**src/rtl/bp_pkg.sv**
```systemverilog
// Shared types and helpers for the branch outcome predictor.
package bp_pkg;

  localparam int unsigned PC_W = 32;

  localparam logic [1:0] SNT = 2'b00;
  localparam logic [1:0] WNT = 2'b01;
  localparam logic [1:0] WT  = 2'b10;
  localparam logic [1:0] ST  = 2'b11;

  localparam logic [PC_W-1:0] PC_STEP = 32'd4;

  typedef enum logic {
    S_INIT  = 1'b0,
    S_READY = 1'b1
  } bp_state_e;

  // Word-aligned table index; caller truncates to its index width.
  function automatic logic [PC_W-1:0] pc_index(input logic [PC_W-1:0] pc,
                                               input int unsigned  idx_bits);
    return (pc >> 2) & ((PC_W'(1) << idx_bits) - PC_W'(1));
  endfunction

endpackage

```
**src/rtl/sat_counter2_next.sv**
```systemverilog
// Next state of a 2-bit saturating direction counter.
module sat_counter2_next
  import bp_pkg::*;
(
  input  logic [1:0] cur_i,
  input  logic       taken_i,
  output logic [1:0] next_o
);

  always_comb begin
    next_o = cur_i;
    if (taken_i) begin
      if (cur_i != ST) next_o = cur_i + 2'd1;
    end else begin
      if (cur_i != SNT) next_o = cur_i - 2'd1;
    end
  end

endmodule

```
**src/rtl/branch_outcome_predictor.sv**
```systemverilog
// Direct-mapped 2-bit counter branch predictor with mispredict redirect
// and saturating performance counters.
module branch_outcome_predictor
  import bp_pkg::*;
#(
  parameter int unsigned IDX_BITS   = 6,
  parameter logic [1:0]  INIT_STATE = WNT
) (
  input  logic            clk,
  input  logic            rst_n,
  input  logic [PC_W-1:0] pred_pc,
  output logic            pred_taken,
  output logic            busy,
  input  logic            resolve_valid,
  input  logic [PC_W-1:0] resolve_pc,
  input  logic            resolve_taken,
  input  logic            resolve_pred,
  input  logic [PC_W-1:0] resolve_target,
  output logic            redirect_valid,
  output logic [PC_W-1:0] redirect_pc,
  output logic [PC_W-1:0] branch_count,
  output logic [PC_W-1:0] mispredict_count
);

  localparam int unsigned DEPTH = 2 ** IDX_BITS;

  bp_state_e           state_q, state_d;
  logic [IDX_BITS-1:0] sweep_idx_q, sweep_idx_d;
  logic                redirect_valid_q, redirect_valid_d;
  logic [PC_W-1:0]     redirect_pc_q, redirect_pc_d;
  logic [PC_W-1:0]     branch_cnt_q, branch_cnt_d;
  logic [PC_W-1:0]     mispred_cnt_q, mispred_cnt_d;

  logic [1:0]          table_q [DEPTH];

  logic [IDX_BITS-1:0] pred_idx, upd_idx, tbl_waddr;
  logic [1:0]          upd_next, tbl_wdata;
  logic                tbl_we, mispredict;

  assign pred_idx = IDX_BITS'(pc_index(pred_pc, IDX_BITS));
  assign upd_idx  = IDX_BITS'(pc_index(resolve_pc, IDX_BITS));

  sat_counter2_next u_sat_next (
    .cur_i   (table_q[upd_idx]),
    .taken_i (resolve_taken),
    .next_o  (upd_next)
  );

  // FSM next state and table write port: sweep in INIT, training in READY.
  always_comb begin
    state_d     = state_q;
    sweep_idx_d = sweep_idx_q;
    tbl_we      = 1'b0;
    tbl_waddr   = upd_idx;
    tbl_wdata   = upd_next;
    case (state_q)
      S_INIT: begin
        tbl_we      = 1'b1;
        tbl_waddr   = sweep_idx_q;
        tbl_wdata   = INIT_STATE;
        sweep_idx_d = sweep_idx_q + IDX_BITS'(1);
        if (sweep_idx_q == IDX_BITS'(DEPTH - 1)) state_d = S_READY;
      end
      S_READY: begin
        tbl_we = resolve_valid;
      end
    endcase
  end

  // Redirect and performance counters run in both states.
  always_comb begin
    mispredict       = resolve_valid & (resolve_taken != resolve_pred);
    redirect_valid_d = mispredict;
    redirect_pc_d    = redirect_pc_q;
    branch_cnt_d     = branch_cnt_q;
    mispred_cnt_d    = mispred_cnt_q;
    if (mispredict) begin
      redirect_pc_d = resolve_taken ? resolve_target : resolve_pc + PC_STEP;
    end
    if (resolve_valid && (branch_cnt_q != '1)) begin
      branch_cnt_d = branch_cnt_q + PC_W'(1);
    end
    if (mispredict && (mispred_cnt_q != '1)) begin
      mispred_cnt_d = mispred_cnt_q + PC_W'(1);
    end
  end

  always_ff @(posedge clk) begin
    if (!rst_n) begin
      state_q          <= S_INIT;
      sweep_idx_q      <= '0;
      redirect_valid_q <= 1'b0;
      redirect_pc_q    <= '0;
      branch_cnt_q     <= '0;
      mispred_cnt_q    <= '0;
    end else begin
      state_q          <= state_d;
      sweep_idx_q      <= sweep_idx_d;
      redirect_valid_q <= redirect_valid_d;
      redirect_pc_q    <= redirect_pc_d;
      branch_cnt_q     <= branch_cnt_d;
      mispred_cnt_q    <= mispred_cnt_d;
    end
  end

  // Table storage is left untouched by reset; the init sweep clears it.
  always_ff @(posedge clk) begin
    if (rst_n && tbl_we) table_q[tbl_waddr] <= tbl_wdata;
  end

  assign pred_taken       = (state_q == S_READY) & table_q[pred_idx][1];
  assign busy             = (state_q == S_INIT);
  assign redirect_valid   = redirect_valid_q;
  assign redirect_pc      = redirect_pc_q;
  assign branch_count     = branch_cnt_q;
  assign mispredict_count = mispred_cnt_q;

endmodule
```
**config.mk**
```make
export PLATFORM = sky130hd
export DESIGN_NAME = branch_outcome_predictor
export DESIGN_NICKNAME = d
export VERILOG_FILES = /design/src/rtl/bp_pkg.sv /design/src/rtl/sat_counter2_next.sv /design/src/rtl/branch_outcome_predictor.sv
export SDC_FILE = /design/constraint.sdc
export NUM_CORES = 1
export LEC_CHECK = 0
export CAP_MARGIN = 30
export CORE_AREA = 8 8 170 172
export CTS_BUF_LIST = sky130_fd_sc_hd__clkbuf_4 sky130_fd_sc_hd__clkbuf_8
export CTS_CLUSTER_SIZE = 40
export DETAILED_ROUTE_END_ITERATION = 8
export DIE_AREA = 0 0 178 180
export GPL_TIMING_DRIVEN = 0
export PLACE_DENSITY = 0.73
export SYNTH_ARGS = -nofsm -noshare
export SYNTH_HDL_FRONTEND = slang
export SYNTH_HIERARCHICAL = 1
export SYNTH_SLANG_ARGS = --single-unit
```
**constraint.sdc**
```tcl
create_clock -name clk -period 3.25 [get_ports clk]
set_clock_uncertainty 0.1 [all_clocks]
set_input_delay 0.325 -clock clk [delete_from_list [all_inputs] [get_ports clk]]
set_output_delay 0.325 -clock clk [all_outputs]
set_load 0.005 [all_outputs]
```
==> impl_results.md <==
* Initial antenna violation count at 3
* Setup slack after layout at 0.0591 ns
* Pint at 0.00503 W
* Multi-input gate area at 5350 um2
* CTS tree: yes
* 1st-iter DRT viols at 1151
* Syn Nets at 1173
* Post-DR vias/cell at 6.07
* Die width at 178 um
* Die ar. at 32000 um2
* Hold Path Class: in -> reg
* GRT Total Usage at 22.1%
* Overflow after GRT at 0
* # DRC at 0
* Final Cell Area at 14700 um2
* Number of synthesized flops with an enable pin at 128
* Clock Sinks at 232
* PD cells at 449 nW/um2
* FF/Latch Area at 5930 um2
* NumNets Final at 1387
* Cell taking the most area after synthesis: edfxtp_1
* Final setup viols at 0
* First-pass GRT wire length at 55400 um
* Maximum number of pins on one net before global-route repair at 43
* Worst EP required at 2.82 ns
* Clock-pin slew on the worst setup and hold paths at 0.07 ns
* Lkg Pwr at 4.92 nW
* Vias at 10000
* Die height at 180 um
* Final Core Density at 55.7%
* Least-Margin Pin Slew at 1.01 ns
* DRT Pass-1 Iters at 5
* Synth warn at 6
* Post-Synthesis Cells at 1068
* Final Hold Fails at 0
* Antenna-violating nets left at 0
* Initial Utilization at 43.9%
* Placed instance area at 13700 um2
* Max Freq at 0.313 GHz
* Part of the power in registers at 47.6%
* IO Pins at 200
* Crit path max fanout at 2
* Power share of the clock group at 42.7%
* P&R area growth vs syn at 26.8%
* H-tree depth at 2
* Critical path class: reg -> out
* Fraction of layout cells with a size suffix above 1 at 12.6%
* Top cells by instance count after synthesis: edfxtp_1, nor2_1, dfxtp_1
* Final worst path period share at 98.2%
* Fin. max-slew vios at 0
* Asr flop ratio synth at 0%
* Setup TNS at 0 ns
* Startpoint Class: register
* CTS root buffer: clkbuf_8
* # port buffers at 168
* Synth top area cells: edfxtp_1, dfxtp_1, mux4_2
* Area share of the largest cell type after synthesis at 33.2%
* Post-DP HPWL at 26700 um
* Std cell rows at 60
* Netlist Area Pre-Place at 11600 um2
* Post-Route WL at 36800 um
* Combinational Power Share at 9.7%
* TritonCTS Buffers at 40
* Final Total Pwr at 0.00659 W
* Worst Path Arrival at 2.77 ns
* Sw Ratio at 23.7%
* VDD IR max at 468 uV
* Vias in the first global route at 9854
* NetSw at 0.00156 W
* Pre-CTS setup slack at -1.18 ns
* Fillcell total at 2233
* Worst-skew pair later-pin latency at 0.54 ns
* Synthesized area per cell at 10.8 um2
* Clock buffer depth at 3
* Maxcap violations at 0
* Core Box Area at 26400 um2
* Slew headroom at 32.3%
* Top FF cell, synth: edfxtp_1
* Status: complete, no violations
* Period minus WS final at 3.19 ns
* Sequential cell area fraction in the yosys report at 51.2%
* Routed wire per std cell at 22.3 um
* Most numerous cell in the Yosys netlist: edfxtp_1
* Final Wtd Congestion at 0.901
* Library cells used by synthesis at 67
* #FFs+latches synth at 232
* Critical Path End Type: output port
[worst max-delay path, stage by stage (launching register included)]
cell and delay [ns]:
edfxtp_1 0.43, mux4_2 0.50, mux4_2 0.49, o2111ai_2 0.19
o41ai_2 0.13, clkdlybuf4s50_1 0.47
[layer usage]
metal,vias to the layer above,wire length [um],global-route usage [%]
met5,-,8,0
met4,2,1460,8.94
met3,116,3920,5.70
met2,596,17300,35.8
met1,4820,14200,27.6
li1,4503,-,-
[area by class of cell]
class,instances,share of cell area [%]
Sequential cell,232,40.4
Multi-Input combinational cell,757,36.5
Timing Repair Buffer,170,11.8
Clock buffer,56,4.78
Tap cell,341,2.91
Buffer,65,2.28
Clock inverter,14,0.929
Inverter,16,0.409
Antenna cell,3,0.0511
[power groups by stage]
stage / logic [W] / clock network [W] / registers [W]
6_report: 0.000639 / 0.00281 / 0.00314
5_1_grt: 0.000680 / 0.00298 / 0.00314
4_1_cts: 0.000623 / 0.00285 / 0.00314
3_5_place_dp: 0.000615 / 0 / 0.00320
3_3_place_gp: 0.000605 / 0 / 0.00320
2_1_floorplan: 0.000312 / 0 / 0.00319
[registers in the layout, indices dropped and copies added, names as in the netlist]
register	cells
branch_count	32
sweep_idx_q	6
table_q	128
mispredict_count	32
state_q	1
redirect_valid	1
redirect_pc	32
[through the flow]
stage	hold WS, ns	std cells
after floorplan	0.348	1068
after global placement	0.341	1577
after detailed placement	0.351	1579
after CTS	0.150	1649
after global routing	0.215	1653
final	0.171	1654
[logic make-up (layout without fill, tap and decap cells)]
group / after synthesis / after routing / share of synthesized area, %
compound gates: 184 / 184 / 10.5
buf+inv: 81 / 321 / 3.06
simple gates: 442 / 444 / 19.1
mux: 83 / 83 / 12.5
xor+xnor: 40 / 40 / 3.03
fa+ha+maj: 6 / 6 / 0.627
flops: 232 / 232 / 51.2
other cells: 0 / 3 / 0
[final timing paths]
check / from / end / slack [ns] / depth (start not counted)
setup / recovery: table_q[45][1]$_DFFE_PP_ / pred_taken / 0.06 / 5
hold / removal: rst_n / mispredict_count[24]$_SDFFE_PN0P_ / 0.17 / 3
setup reg to reg: state_q$_SDFF_PN0_ / table_q[20][0]$_DFFE_PP_ / 0.37 / 6
hold reg to reg: redirect_pc[7]$_SDFFE_PN0P_ / redirect_pc[7]$_SDFFE_PN0P_ / 0.36 / 2
[cells in the final DEF, fill, tap and decap left out, drive strengths merged, types with 4 or more instances in the layout]
cell           count
ha                 4
o211ai             9
buf               24
nand2b            17
nand3             62
mux4              49
and2               7
dfxtp            104
nand4             31
and3              21
o21ai             35
a221oi             5
a211oi            11
clkdlybuf4s50    167
o32ai              5
o21a               8
clkinv            12
and4              16
nand2             97
a31o               4
a31oi             10
o31a               4
clkbuf            99
o31ai             14
inv               15
nor3              12
a21oi             50
xnor2             29
nor2b              7
a22oi              5
or4               13
nor4              13
xor2              11
or3               22
o22ai              4
mux2i             32
nor2             121
edfxtp           128
[repair_timing]
item,4_1_cts,5_1_grt
gates cloned,0,2
hold endpoints to repair,0,0
setup buffers,0,0
resized for setup,13,14
hold buffers,0,0
setup endpoints to repair,129,78
No activity file was read; power rests on OpenSTA's default activity.
